File: src/rtl/row_readout_arbiter.sv
// row_readout_arbiter
//   Round-robin arbiter that collects ADC words from the row blocks, packs each
//   capture into a 32-bit packet {4'hA sync, row index, seq[10:0], word} and
//   feeds the packets through a small FIFO into the SPI slave transmit path.
//
// Ports
//   clk_50M     system clock
//   rst         synchronous reset, active high
//   enable      high: arbitration permitted (FIFO drains regardless)
//   row_req     per-row word-ready request, held until acked
//   p_data      row words, row x at [x*(BITS_ADC+1) +: BITS_ADC+1]
//   row_ack     one-hot, one-cycle capture acknowledge
//   tx_free     SPI transmit buffer can accept a packet
//   tx_input    packet to SPI slave, held between pushes
//   push_tx     one-cycle load strobe to SPI slave
//   fifo_level  current FIFO occupancy
//   busy        FSM not idle or FIFO non-empty
module row_readout_arbiter #(
  parameter int ROW_NUM    = 8,
  parameter int BITS_ADC   = 12,
  parameter int LEN_SPI    = 32,
  parameter int FIFO_DEPTH = 8
) (
  input  logic                              clk_50M,
  input  logic                              rst,
  input  logic                              enable,
  input  logic [ROW_NUM-1:0]                row_req,
  input  logic [ROW_NUM*(BITS_ADC+1)-1:0]   p_data,
  output logic [ROW_NUM-1:0]                row_ack,
  input  logic                              tx_free,
  output logic [LEN_SPI-1:0]                tx_input,
  output logic                              push_tx,
  output logic [$clog2(FIFO_DEPTH):0]       fifo_level,
  output logic                              busy
);

  localparam int WORD_W = BITS_ADC + 1;
  localparam int ROW_W  = $clog2(ROW_NUM);
  localparam int PTR_W  = $clog2(FIFO_DEPTH);
  localparam int LVL_W  = PTR_W + 1;

  typedef enum logic [1:0] {IDLE, ARB, ACK} state_t;

  state_t               state, state_next;
  logic [ROW_W-1:0]     rr, grant, grant_next;
  logic                 found;
  logic                 grant_load, ack_en;
  logic [10:0]          seq;
  logic [WORD_W-1:0]    word;
  logic [31:0]          pkt;

  logic [LEN_SPI-1:0]   mem [FIFO_DEPTH];
  logic [PTR_W-1:0]     wr_ptr, rd_ptr;
  logic [LVL_W-1:0]     count;
  logic                 wr_en, pop, fifo_full;
  logic [LEN_SPI-1:0]   head;

  // Round-robin search starting one past the last granted row.
  always_comb begin
    // NOTE: every variable assigned in always_comb gets a default first, so no latch is inferred.
    found      = 1'b0;
    grant_next = rr;
    for (int i = 1; i <= ROW_NUM; i++) begin
      if (!found && row_req[(int'(rr) + i) % ROW_NUM]) begin
        found      = 1'b1;
        grant_next = ROW_W'((int'(rr) + i) % ROW_NUM);
      end
    end
  end

  assign fifo_full = (count == LVL_W'(FIFO_DEPTH));

  always_ff @(posedge clk_50M) begin
    // NOTE: sequential state uses non-blocking assignments so all registers update from pre-edge values.
    if (rst) state <= IDLE;
    else     state <= state_next;
  end

  always_comb begin
    state_next = state;
    grant_load = 1'b0;
    ack_en     = 1'b0;
    unique case (state)
      IDLE: if (enable) state_next = ARB;
      ARB: begin
        if (!enable) begin
          state_next = IDLE;
        end else if (found && !fifo_full) begin
          state_next = ACK;
          grant_load = 1'b1;
        end
      end
      ACK: begin
        ack_en     = 1'b1;
        state_next = enable ? ARB : IDLE;
      end
      default: state_next = IDLE;
    endcase
  end

  // Gating with rst keeps the ack quiet in a cycle whose capture is discarded.
  assign row_ack = (ack_en && !rst) ? (ROW_NUM'(1) << grant) : '0;
  assign wr_en   = ack_en;

  always_ff @(posedge clk_50M) begin
    if (rst) begin
      rr    <= ROW_W'(ROW_NUM - 1);
      grant <= '0;
      seq   <= '0;
    end else begin
      if (grant_load) grant <= grant_next;
      if (wr_en) begin
        rr  <= grant;
        seq <= seq + 11'd1;
      end
    end
  end

  assign word = p_data[int'(grant)*WORD_W +: WORD_W];
  assign pkt  = {4'hA, 4'(grant), seq, 13'(word)};

  // When the FIFO is empty the packet being captured is forwarded directly,
  // so a lone capture reaches the SPI slave on the very next cycle.
  assign head = (count == '0) ? LEN_SPI'(pkt) : mem[rd_ptr];
  assign pop  = ((count != '0) || wr_en) && tx_free && !push_tx;

  always_ff @(posedge clk_50M) begin
    // NOTE: the storage array is not reset; occupancy is tracked by count/pointers, which are.
    if (wr_en) mem[wr_ptr] <= LEN_SPI'(pkt);
  end

  always_ff @(posedge clk_50M) begin
    if (rst) begin
      wr_ptr   <= '0;
      rd_ptr   <= '0;
      count    <= '0;
      push_tx  <= 1'b0;
      tx_input <= '0;
    end else begin
      if (wr_en) wr_ptr <= wr_ptr + 1'b1;
      if (pop)   rd_ptr <= rd_ptr + 1'b1;
      unique case ({wr_en, pop})
        2'b10:   count <= count + 1'b1;
        2'b01:   count <= count - 1'b1;
        default: count <= count;
      endcase
      push_tx <= pop;
      if (pop) tx_input <= head;
    end
  end

  assign fifo_level = count;
  assign busy       = (state != IDLE) || (count != '0);

endmodule

File: config.mk
export PLATFORM = sky130hd
export DESIGN_NAME = row_readout_arbiter
export DESIGN_NICKNAME = d
export VERILOG_FILES = /design/src/rtl/row_readout_arbiter.sv
export SDC_FILE = /design/constraint.sdc
export NUM_CORES = 1
export LEC_CHECK = 0
export CAP_MARGIN = 20
export CORE_ASPECT_RATIO = 0.5
export CORE_UTILIZATION = 35
export CTS_BUF_LIST = sky130_fd_sc_hd__clkbuf_4 sky130_fd_sc_hd__clkbuf_8
export DETAILED_ROUTE_END_ITERATION = 8
export DONT_BUFFER_PORTS = 1
export PLACE_DENSITY_LB_ADDON = 0.15
export SLEW_MARGIN = 10
export SYNTH_ARGS = -nofsm -noshare
export SYNTH_HDL_FRONTEND = slang
export SYNTH_SLANG_ARGS = --single-unit
File: constraint.sdc
create_clock -name clk_50M -period 5.47 [get_ports clk_50M]
set_clock_uncertainty 0.1 [all_clocks]
set_input_delay 0 -clock clk_50M [delete_from_list [all_inputs] [get_ports clk_50M]]
set_output_delay 0 -clock clk_50M [all_outputs]
set_load 0.02 [all_outputs]
After elaboration in Yosys (flattened, before gate mapping)

Memories as Yosys holds them, arrays and structs flattened. A register that Yosys moved wholly into a read port is not among the register bits.
Index checks and enable logic that the tools add are counted.

Bits in registers: 62
Bits in writable memories: 216
Input bits: 116
Output and inout bits: 46
Word-level logic and storage cells: 142
Memories kept: 1

Add/subtract/negate cells: 13
$mul: 1
Order comparisons: 8
Eq/ne operators: 7
Shift operators: 2
Muxes and demuxes: 56
Bitwise gates (word level): 8
Reduce and logical (&&, ||, !) cells: 37

Memory list:

| name | depth | width | rd ports | clocked after Yosys merged registers in | wr ports | line | RTL |
|---|---|---|---|---|---|---|---|
| mem  | 8     | 27    | 1        | 1                                       | 1        | 52   | `logic [LEN_SPI-1:0] mem [FIFO_DEPTH];` |

Operator list:

| cell                    | number |
|---|---|
| $shiftx A104 B8 Y13     | 1 |
| $lt A4 B5 Y1 const B    | 8 |
| $mux W32                | 1 |
| $mux W1                 | 31 |
| $mux W3                 | 10 |
| $bmux W1 S3             | 8 |
| $reduce_or A3 Y1        | 8 |
| $add A3 B1 Y3 const B   | 4 |
| $add A3 B3 Y3 const B   | 4 |
| $add A11 B1 Y11 const B | 1 |
| $logic_and A1 B1 Y1     | 11 |
| $logic_not A1 Y1        | 10 |
| $and A1 B1 Y1 const A   | 8 |
| $mux W8                 | 1 |
| $pmux W4 S2             | 1 |
| $shl A1 B3 Y8 const A   | 1 |
| $mul A3 B4 Y7 const B   | 1 |
| $add A3 B2 Y3 const B   | 2 |
| $mux W2                 | 3 |
| $pmux W2 S3             | 1 |
| $add A4 B1 Y4 const B   | 1 |
| $eq A2 B1 Y1 const B    | 2 |
| $eq A2 B2 Y1 const B    | 2 |
| $eq A4 B4 Y1 const B    | 1 |
| 9 further kinds         | 11 |

Longest topological paths before layout

Gate-level depths: netlist (run 1).

Word-level depth: 32
Depth in mapped cells: 12
Mapped depth without buffers: 11

Least setup slack after synthesis (run 1)

Ideal clock, no wire load.

Path type: register to register
Start point: register state[1]
End point: memory mem[0][0] in the netlist's numbering (enable)
Setup time: 0.479 ns
Arrival: 3.481 ns
Required time: 4.891 ns
Slack: 1.409 ns
Cell stages (with the launch flop): 5
Buffers on the path: 1
Period minus slack after synthesis: 4.061 ns
Path through: dfxtp_1 > nor2b_1 > inv_1 > clkbuf_1 > nor4_1

Word-level cells in the longest chain between the ends: 4

RTL lines:

| what                          | line | RTL |
|---|---|---|
| start, declared               | 44   | `state_t state, state_next;` |
| start signal, assigned        | 76   | `else state <= state_next;` |
| $eq A2 B2 Y1                  | 83   | `unique case (state)` |
| $mux W1                       | 83   |  |
| $mux W1                       | 129  | `if (wr_en) mem[wr_ptr] <= LEN_SPI'(pkt);` |
| $mux W1 (not written as such) | 129  |  |
| end, declared                 | 52   |  |

Every way passes these cells.

Worst setup path after layout (run 1)

Start point: register rr[1]
End point: register grant[2]

Word-level cells in the longest chain between the ends: 30
Elaborated cells on any way between the ends: 66
Classes of those cells: 8 x add/sub; 43 x mux; 15 x reduce/logical

RTL lines:

| what                                       | line   | RTL |
|---|---|---|
| start, declared                            | 45     | `logic [ROW_W-1:0] rr, grant, grant_next;` |
| start signal, assigned                     | 107    | `rr <= ROW_W'(ROW_NUM - 1);` |
| start signal, assigned                     | 113    | `rr <= grant;` |
| $add A3 B1 Y3                              | 64, 66 |  |
| $bmux W1 S3                                | 64     | `if (!found && row_req[(int'(rr) + i) % ROW_NUM]) begin` |
| $mux W1 (not written as such) (2 in a row) | 64     |  |
| $mux W1                                    | 64     |  |
| $logic_not A1 Y1                           | 64     |  |
| $logic_and A1 B1 Y1                        | 64     |  |
| $mux W1                                    | 64     |  |
| $logic_not A1 Y1                           | 64     |  |
| (+13 left out)                             | -      |  |
| $mux W1                                    | 64     |  |
| $logic_not A1 Y1                           | 64     |  |
| $logic_and A1 B1 Y1                        | 64     |  |
| $mux W1                                    | 64     |  |
| $logic_and A1 B1 Y1                        | 88     | `end else if (found && !fifo_full) begin` |
| $mux W1                                    | 88     |  |
| $mux W1                                    | 86     | `if (!enable) begin` |
| $mux W1                                    | 83     |  |
| end signal, assigned                       | 111    | `if (grant_load) grant <= grant_next;` |
| end, declared                              | 45     |  |

Several ways; a longest one is shown, not always the timed one. The select of a mux whose other input is x is not followed.
A chain may end at the register's enable or synchronous reset.

==> results by group, run 1 <==
Global route
  • GRT Total Usage: about 17%
  • Vias in the first global route: ~7500
  • Gr ovfl total: 0
  • Initial antenna violation count: 0
  • First-pass GRT wire length: ~45000 µm
  • Pin count of the biggest net entering global routing: 57

Synthesis
  • Sequential-to-total area share from yosys stat: 62.4%
  • Post-synth top flop: edfxtp_1
  • Post-synth EDFFs: about 220
  • Synth Instances: between 800 and 900
  • Synthesized area per cell: between 15 and 20 µm²
  • Asr flop ratio synth: 0%
  • Synth Cell Area: approximately 12000 µm²
  • Synth unique cells: 51
  • Synth warn: 0
  • Yosys reg bits: 277

Clock network
  • Clock Sinks: 277
  • Clock transition at path regs: around 0.060 ns
  • Clock Tree Buf Depth: 3
  • CTS tree: done
  • Clock Latency Late Sink: roughly 0.55 ns
  • CTS H-tree depth: 2
  • Clock buffer count from CTS: between 40 and 50
  • Root Buffer: clkbuf_8

Layout
  • Final Non-Filler Cells: around 1400
  • Fraction of layout cells with a size suffix above 1: roughly a quarter
  • N_diodes: 0
  • Area Growth Syn to Fin: 15.4%
  • Most common cell after layout, fill and taps aside: edfxtp_1
  • Most frequent cells in the layout: 216 x edfxtp_1, 85 x mux4_2, 84 x nand2_1
  • Post-layout nets: between 900 and 1000

Floorplanning
  • Die X: around 270 µm
  • Ports: roughly 160
  • Die area: around 36000 µm²
  • Rows: 48
  • Die H: between 100 and 150 µm
  • Initial Utilization: between 30 and 40%
  • Core area: about 35000 µm²

Timing
  • Fmax achieved: about 0.25 GHz
  • Total negative setup slack: 0 ns
  • Tcrit/Tclk final: between 70 and 80%
  • Final Setup Violations: 0
  • RSZ-0062 raised after global routing: no
  • Setup WS post-layout: 1.43 ns
  • Final Max Tran Viols: 0
  • Hold Vio Cnt, Final: 0
  • Slew HR: 37.7%
  • Slew @ Worst Pin: between 0.9 and 1 ns
  • Minimum hold slack: between 0.03 and 0.04 ns
  • Crit path time final: just over 4 ns

Critical path
  • Critical-path maximum fanout: 19
  • Worst Setup End Kind: flip-flop
  • Worst Path Class, Setup: reg -> reg
  • Required @ worst endpoint: between 5 and 6 ns
  • Crit path DAT: about 4.4 ns
  • Worst setup SP type: flip-flop

Drt
  • Vias/cell: roughly 5.3
  • Drt wl/cell: 21.7 µm
  • Number of remaining DRC errors: 0
  • Initial DRC count: between 400 and 500
  • Antenna Nets Post-Route: 0
  • Routed WL: slightly below 30000 µm
  • Pre-antenna DRT Iters: 4
  • Overall via count from detail_route: ~7000

Placement
  • HPWL Detailed: 17000 µm
  • Placed cells: roughly 1200
  • IO Port Bufs: 0
  • Pre-CTS setup slack: around 1.5 ns
  • Placer Congestion: slightly above 0.8

Pwr
  • Max IR drop VDD: approximately 0.24 mV
  • Leak: between 4 and 5 nW
  • Overall Power: around 4.9 mW
  • Pwr dens: roughly 340 nW/µm²

Run status
  • Status: finished, final reports clean

Min path
  • Hold Crit Class: in -> reg

Flow run
  • # Max-Cap Violations: 0
[worst max-delay path, stage by stage, from the launching register on]
cell and delay, ns:
dfxtp_1 0.74, inv_2 0.22, ha_1 0.68, mux2_2 0.41, mux2_4 0.27, o221a_4 0.29
or4_4 0.58, o311ai_4 0.31, a211oi_1 0.10, a32o_1 0.22
[power by group]
part	internal [mW]	total [mW]	switching, mW	leakage (nW)
combinational	0.327	0.707	0.380	1.51
sequential	2.31	2.46	0.144	2.49
clock	0.976	1.75	0.773	0.465
total	3.62	4.91	1.30	4.47
[per-layer routing]
metal	GRT usage (%)	wire length, µm	up-vias
li1	-	-	3272
met1	23.0	13200	3690
met2	27.5	14200	195
met3	3.23	1760	42
met4	4.38	486	0
met5	0	0	-
[metrics by stage]
step	utilization [%]	area (µm²)
2_1_floorplan	-	12400
3_3_place_gp	37.3	12900
3_5_place_dp	37.3	12900
4_1_cts	41.2	14200
5_1_grt	41.2	14200
6_report	41.2	14200
[Yosys cell counts (10+ instances only)]
master / n / area [µm²]
edfxtp_1: 216 / 6490
xor2_1: 11 / 96.3
a21oi_1: 44 / 220
nor2_1: 40 / 150
dfxtp_1: 61 / 1220
mux2_2: 23 / 259
nand2_1: 84 / 315
o21ai_0: 16 / 80.1
buf_1: 11 / 41.3
mux2i_1: 38 / 380
mux4_2: 85 / 1910
o211ai_1: 30 / 225
inv_1: 10 / 37.5
nor3_1: 13 / 65.1
clkbuf_1: 37 / 139
[cells by family (layout without fill, tap and decap cells)]
| kind of cell | after synthesis | in the layout | synth area share, % |
|---|---|---|---|
| fa+ha+maj | 9 | 9 | 0.973 |
| buf+inv | 68 | 153 | 2.34 |
| compound gates | 116 | 116 | 6.22 |
| mux | 147 | 147 | 20.8 |
| flops | 277 | 277 | 62.4 |
| other cells | 1 | 3 | 0.0304 |
| xor+xnor | 18 | 18 | 1.34 |
| simple gates | 169 | 169 | 5.87 |
[flip-flops by register name (all words and copies together) (netlist names), named ones only]
register,cells
state,2
push_tx,1
tx_input,28
fifo_level,4
rd_ptr,3
grant,3
seq,11
mem,216
wr_ptr,3
rr,3
[worst paths after layout]
path	from	to	slack [ns]	depth (start not counted)
max	rr[1]	grant[2]	1.43	9
min reg2reg	rd_ptr[1]	flip-flop	0.38	2
max reg2reg	rr[1]	grant[2]	1.43	9
min	p_data[5]	tx_input[5]	0.03	4
[area by class of cell]
cell class | instances | area, µm²
Tap cell | 475 | 594
Clock buffer | 68 | 805
Sequential cell | 277 | 7720
Clock inverter | 8 | 63.8
Multi-Input combinational cell | 462 | 4400
Timing Repair Buffer | 66 | 631
Fill cell | 3244 | 20300
Inverter | 11 | 41.3
[repair_timing]
item / CTS / global route
gates resized for setup: 0 / 0
hold buffers: 47 / 0
hold endpoints to repair: 161 / 0
buffers inserted: 0 / 0
(Power assumes the default switching activity.)
==> run 2, diff against run 1 <==
Clock period 5.47 ns to 3.4 ns, I/O delays scaled along.
==> run 2 against run 1 <==
Count of clock-buffer cells in the layout up 2. Flip-flop and latch count is the same. Combinational power is 73% higher. Total power is 63% higher. Core utilization up 0.86 points. Register-to-register slack worse by 1.2 ns. First-iteration DRC count decreased by 7.7%. Critical endpoint is now mem[2][3].
==> results by group, run 2 (same netlist as run 1, synthesis figures left out) <==
Run status
  • Status: finished, final reports clean

Layout
  • Post-layout nets: 1012 (+2.8%)
  • Top reg by flops: mem
  • Most common cell after layout, fill and taps aside: edfxtp_1
  • Fraction of layout cells with a size suffix above 1: 26.7% (+1.7 points)
  • Final core utilization: 42.0% (+0.86 points)
  • Max FFs per register: 216 (unchanged)
  • Most frequent cells in the layout: 216 x edfxtp_1, 85 x mux4_2, 84 x nand2_1
  • N_diodes: 0 (unchanged)
  • Area Growth Syn to Fin: 17.8%
  • Total of fill cells in the finished design: 3183 (-1.9%)
  • Largest regs: mem: 216 flops, tx_input: 28 flops, seq: 11 flops

Floorplanning
  • Die area: 36100 µm² (unchanged)
  • Ports: 162 (unchanged)
  • Initial Utilization: 35.7% (unchanged)
  • Core area: 34600 µm² (unchanged)
  • Die X: 268 µm (unchanged)
  • Die H: 135 µm (unchanged)
  • Rows: 48 (unchanged)

Timing
  • Final Max Tran Viols: 0 (unchanged)
  • Fmax achieved: 0.318 GHz (+29%)
  • RSZ-0062 raised after global routing: no
  • Final Setup Violations: 0 (unchanged)
  • Total negative setup slack: 0 ns (unchanged)
  • Slew @ Worst Pin: 0.775 ns (-0.159 ns)
  • Slew HR: 48.3% (+11 points)
  • Crit path time final: 3.14 ns (-0.901 ns)
  • Tcrit/Tclk final: 92.5% (+19 points)
  • Hold Vio Cnt, Final: 0 (unchanged)

Clock network
  • CTS H-tree depth: 2 (unchanged)
  • CTS tree: done
  • Clock Tree Buf Depth: 3 (unchanged)
  • Clock Latency Late Sink: 0.56 ns (about the same)
  • Clock transition at path regs: 0.06 ns (about the same)
  • Clock Sinks: 277 (unchanged)
  • Clock buffer count from CTS: 43 (+4.9%)
  • Root Buffer: clkbuf_8

Global route
  • GRT Total Usage: 16.6% (-0.20 points)
  • Vias in the first global route: 7576 (+1.7%)
  • Pin count of the biggest net entering global routing: 56 (-1.8%)
  • Initial antenna violation count: 0 (unchanged)
  • Gr ovfl total: 0 (unchanged)
  • First-pass GRT wire length: 44600 µm (-1.2%)

Critical path
  • R2R cell count: 4 (-5)
  • Worst Setup End Kind: flip-flop
  • Worst Path Class, Setup: reg -> reg
  • Worst setup SP type: flip-flop
  • CP Launch Point: grant[0]
  • Crit path DAT: 3.29 ns (-1.09 ns)
  • Required @ worst endpoint: 3.55 ns (-2.25 ns)
  • Critical R2R Capture: mem[2][3]
  • Crit path to: mem[2][3]
  • Worst r2r src: grant[0]
  • Critical-path maximum fanout: 12 (-7)
  • R2R setup slack: 0.26 ns (-1.17 ns)

Pwr
  • Leak: 4.61 nW (+3.3%)
  • Max IR drop VDD: 0.274 mV (+14%)
  • Pwr dens: 549 nW/µm² (+59%)

Placement
  • Placer Congestion: 0.848 (+4.1%)
  • HPWL Detailed: 18000 µm (+6.2%)
  • IO Port Bufs: 0 (unchanged)

Drt
  • Vias/cell: 5.25 (-0.26%)
  • Drt wl/cell: 21.0 µm (-3.3%)
  • Antenna Nets Post-Route: 0 (unchanged)
  • Overall via count from detail_route: 7338 (+1.9%)
  • Pre-antenna DRT Iters: 5 (+1)
  • Routed WL: 29300 µm (-1.1%)
  • Number of remaining DRC errors: 0 (unchanged)
  • Initial DRC count: 418 (-7.7%)

Min path
  • Hold Crit Class: in -> reg
  • Hold Startpoint: p_data[52]

Flow run
  • # Max-Cap Violations: 0 (unchanged)
run 2: cell count changes in the layout (fill, tap and decap cells not counted), sizes merged:
cell         delta
inv             +1
dlygate4sd3     +7
clkbuf          +2
buf            +19
bufinv          -1
clkinv          +2
run 2: worst min path at each step:
| stage | endpoint | slack, ns | depth (start not counted) |
|---|---|---|---|
| floorplan | state[0] | 0.05 | 1 |
| global placement | tx_input[7] | -0.02 | 1 |
| detailed placement | tx_input[7] | -0.02 | 1 |
| CTS | tx_input[0] | 0.02 | 4 |
| global route | mem[5][2] | 0.03 | 2 |
| finish | tx_input[0] | 0.04 | 4 |
run 2: worst max-delay path, cell delays in order, from the launching register on:
cell and delay [ns]:
dfxtp_2 0.59, mux4_2 0.55, dlygate4sd3_1 0.56, mux2_2 0.33
dlygate4sd3_1 0.70
run 2: layout make-up:
| cell class | instances | area (µm²) | share of cell area [%] |
|---|---|---|---|
| Tap cell | 475 | 594 | 4.09 |
| Multi-Input combinational cell | 462 | 4410 | 30.3 |
| Clock inverter | 10 | 52.6 | 0.361 |
| Inverter | 11 | 41.3 | 0.284 |
| Sequential cell | 277 | 7720 | 53.1 |
| Clock buffer | 70 | 845 | 5.81 |
| Timing Repair Buffer | 92 | 881 | 6.06 |
run 2: per-layer routing:
| metal | global-route usage, % | up-vias | share of wire (%) |
|---|---|---|---|
| met2 | 26.8 | 205 | 47 |
| met3 | 3.37 | 39 | 4.8 |
| li1 | - | 3335 | - |
| met5 | 0 | - | 0 |
| met1 | 23.0 | 3759 | 47 |
| met4 | 4.10 | 0 | 1.4 |
run 2: where the power goes:
group          switching [mW]  internal (mW)
sequential              0.190           3.72
clock                    1.28           1.58
combinational           0.660          0.560
total                    2.13           5.86
run 2: what timing repair did:
action	in CTS	in global routing
hold endpoints to repair	165	0
hold buffers	54	0
buffers inserted	0	0
endpoints found under the setup margin	0	42
resized for setup	0	1
run 2: through the flow:
step / setup slack [ns] / power [mW] / hold slack, ns / area [µm²] / instances
final: 0.257 / 7.99 / 0.0377 / 14500 / 1397
after CTS: 0.0303 / 8.11 / 0.0163 / 14500 / 1397
after global placement: 0.383 / 5.12 / -0.0191 / 13100 / 1263
after floorplan: 0.0397 / 4.81 / 0.0459 / 12400 / 807
after global routing: 0.107 / 8.37 / 0.0312 / 14500 / 1397
after detailed placement: 0.328 / 5.14 / -0.0195 / 13100 / 1263
==> run 3, diff against run 2 <==
Settings changed: ABC_AREA set to 1.
==> run 3 against run 2 <==
Synthesized cell count up 50%. Sequential share of layout area is 0.39 points higher. Register-to-register slack better by 0.05 ns. Highest routed layer unchanged. Clock power is 8.0% higher. Largest cell class unchanged. Area after synthesis decreased by 0.12%. Fmax grew 1.7%. Final cell count up 27%. Count of clock-buffer cells in the layout grew 2. Hold slack improved by 0.0070 ns. Flip-flop and latch count is the same.
==> results by group, run 3 <==
Run status
  • Status: finished, final reports clean

Synthesis
  • Yosys reg bits: 277 (unchanged)
  • Yosys top cell by area: edfxtp_1
  • Top post-synthesis cells by area: edfxtp_1 53%, dfxtp_1 9.9%, o21ai_0 6.1%
  • Synth Instances: 1205 (+50%)
  • Most common cell in the netlist: edfxtp_1
  • Synth warn: 0 (unchanged)
  • Synth Cell Area: 12300 µm² (-0.12%)
  • Synth cell count leaders: 216 x edfxtp_1, 169 x nand2_1, 166 x nor2_1
  • Asr flop ratio synth: 0% (unchanged)
  • Post-synth top flop: edfxtp_1
  • Post-synth EDFFs: 216 (unchanged)
  • Yosys top cell area share: 52.6% (+0.064 points)
  • Sequential-to-total area share from yosys stat: 62.5% (+0.076 points)
  • Synth unique cells: 47 (-7.8%)
  • Synthesized area per cell: 10.2 µm² (-33%)

Critical path
  • Crit path DAT: 3.49 ns (+0.20 ns)
  • Slowest-stage cell, CP: dlygate4sd3_1
  • R2R setup slack: 0.31 ns (+0.05 ns)
  • Worst Setup End Kind: flip-flop
  • Max incr delay on CP: 0.58 ns (-0.12 ns)
  • Worst setup SP type: flip-flop
  • Cell mode on critical path: nand2_1
  • Worst-path cell chain: nand2_1 -> inv_2 -> a22oi_1 -> dlygate4sd3_1 -> a31oi_1 -> dlygate4sd3_1 -> buf_4 -> nand2_1 -> nand2_1 -> o221ai_1 -> inv_1
  • Required @ worst endpoint: 3.79 ns (+0.24 ns)
  • Critical-path maximum fanout: 26 (+14)
  • CP top delay family: buffers and inverters
  • Worst Path Class, Setup: reg -> reg
  • Worst Path Buf+Inv: 5 (+3)

Floorplanning
  • Core area: 34600 µm² (unchanged)
  • Ports: 162 (unchanged)
  • Die area: 36000 µm² (-0.12%)
  • Rows: 48 (unchanged)
  • Die H: 135 µm (about the same)
  • Die X: 267 µm (about the same)
  • Initial Utilization: 35.6% (-0.043 points)

Placement
  • HPWL Detailed: 21500 µm (+19%)
  • IO Port Bufs: 0 (unchanged)
  • Placed Area: 13000 µm² (-0.54%)
  • Placer Congestion: 0.833 (-1.8%)
  • Pre-CTS setup slack: 0.747 ns (+0.419 ns)

Timing
  • Tcrit/Tclk final: 90.9% (-1.5 points)
  • Slew @ Worst Pin: 1.14 ns (+0.366 ns)
  • RSZ-0062 raised after global routing: no
  • Final Setup Violations: 0 (unchanged)
  • Slew HR: 23.7% (-25 points)
  • Final Max Tran Viols: 0 (unchanged)
  • Crit path time final: 3.09 ns (-0.0515 ns)
  • Fmax achieved: 0.323 GHz (+1.7%)
  • Setup WS post-layout: 0.308 ns (+0.0515 ns)
  • Hold Vio Cnt, Final: 0 (unchanged)
  • Total negative setup slack: 0 ns (unchanged)

Layout
  • Post-layout nets: 1388 (+37%)
  • Largest regs: mem: 216 flops, tx_input: 28 flops, seq: 11 flops
  • Footprint of the multi-input gates: 4040 µm² (-8.5%)
  • Final Cell Area: 14400 µm² (-0.85%)
  • Register Area: 7710 µm² (-0.13%)
  • Most common cell after layout, fill and taps aside: edfxtp_1
  • Top reg by flops: mem
  • Total of fill cells in the finished design: 3331 (+4.6%)
  • Fraction of layout cells with a size suffix above 1: 13.8% (-13 points)
  • Max FFs per register: 216 (unchanged)
  • Area Growth Syn to Fin: 16.9%
  • Final core utilization: 41.7% (-0.36 points)
  • Most frequent cells in the layout: 216 x edfxtp_1, 169 x nand2_1, 158 x nor2_1
  • N_diodes: 0 (unchanged)

Drt
  • Initial DRC count: 748 (+79%)
  • Overall via count from detail_route: 9413 (+28%)
  • Number of remaining DRC errors: 0 (unchanged)
  • Vias/cell: 5.31 (+1.1%)
  • Pre-antenna DRT Iters: 5 (unchanged)
  • Routed WL: 35700 µm (+22%)
  • Drt wl/cell: 20.1 µm (-4.1%)
  • Antenna Nets Post-Route: 0 (unchanged)

Global route
  • GRT Total Usage: 19.8% (+3.2 points)
  • Initial antenna violation count: 0 (unchanged)
  • Pin count of the biggest net entering global routing: 109 (+95%)
  • First-pass GRT wire length: 53600 µm (+20%)
  • Gr ovfl total: 0 (unchanged)
  • Vias in the first global route: 8947 (+18%)

Pwr
  • Max IR drop VDD: 0.565 mV (+110%)
  • Leak: 5.25 nW (+14%)
  • Pwr dens: 736 nW/µm² (+34%)

Flow run
  • # Max-Cap Violations: 0 (unchanged)

Clock network
  • Clock Sinks: 277 (unchanged)
  • Clock transition at path regs: 0.06 ns (about the same)
  • Clock buffer count from CTS: 43 (unchanged)
  • Clock Latency Late Sink: 0.56 ns (about the same)
  • Root Buffer: clkbuf_8
  • Cells resized by post-CTS repair: 0 (unchanged)
  • Clock Tree Buf Depth: 3 (unchanged)
  • CTS tree: done
  • CTS H-tree depth: 2 (unchanged)

Min path
  • Hold Crit Class: in -> reg
run 3: changes by cell type after synthesis, sizes merged, moves of 24 or more:
cell | before | now
nor2 | 40 | 173
inv | 11 | 70
mux2 | 24 | 0
mux4 | 85 | 0
o211ai | 30 | 1
mux2i | 38 | 0
a22oi | 1 | 39
o21ai | 17 | 152
nand2 | 84 | 182
nand3 | 9 | 48
o22ai | 0 | 44
run 3: cells by family (layout without fill, tap and decap cells):
| family | count (synthesis) | after routing | synth area share, % |
|---|---|---|---|
| buffers and inverters | 151 | 241 | 4.99 |
| XOR/XNOR | 5 | 5 | 0.416 |
| AND/OR/NAND/NOR | 422 | 422 | 14.9 |
| other | 1 | 3 | 0.0304 |
| flip-flops | 277 | 277 | 62.5 |
| AO/OA/AOI/OAI | 340 | 340 | 16.2 |
| adder cells (fa/ha/maj) | 9 | 9 | 0.974 |
run 3: worst reg2reg max path, delay by kind of cell (launching register included):
kind / cells / cell delay [ns]
buf+inv: 5 / 1.79
compound gates: 3 / 0.43
simple gates: 3 / 0.27
flops: 1 / 0.44
run 3: timing repair:
| item | CTS | global route |
|---|---|---|
| endpoints found under the hold margin | 148 | 0 |
| buffers inserted | 0 | 0 |
| hold buffers | 43 | 0 |
run 3: power by group:
part	total, mW	internal, mW	switching [mW]	leakage, nW
Combinational	3.18	1.00	2.17	2.25
Clock	3.09	1.80	1.29	0.519
Sequential	4.35	3.90	0.447	2.48
run 3: worst paths after layout:
path,from,endpoint,depth (start not counted)
worst max-delay path,grant[0],tx_input[1],11
worst min-delay path,p_data[70],tx_input[5],6
worst max register to register,grant[0],tx_input[1],11
worst min register to register,rd_ptr[2],rd_ptr[2],2
run 3: area by class of cell:
cell class                 instances  area share (%)
sequential                       277            53.5
multi-input combinational        779            28.0
clock buffer                      72            6.18
timing repair buffer              90            5.78
tap                              475            4.12
inverter                          72            1.91
clock inverter                     7           0.573
run 3: through the flow:
step / cells / hold slack, ns / total power [mW]
finish: 1772 / 0.0447 / 10.6
global route: 1772 / 0.0672 / 11.2
CTS: 1772 / 0.00761 / 10.7
detailed placement: 1650 / -0.0294 / 7.50
global placement: 1650 / -0.0314 / 7.46
floorplan: 1207 / 0.0434 / 6.42
run 3: metal layers:
layer	up-vias	wire, µm	part of all wire (%)	GRT usage [%]
met2	335	15900	45	30.8
met1	4609	17100	48	28.5
li1	4415	-	-	-
met4	0	680	1.9	5.56
met5	-	0	0	0
met3	54	2050	5.7	3.15
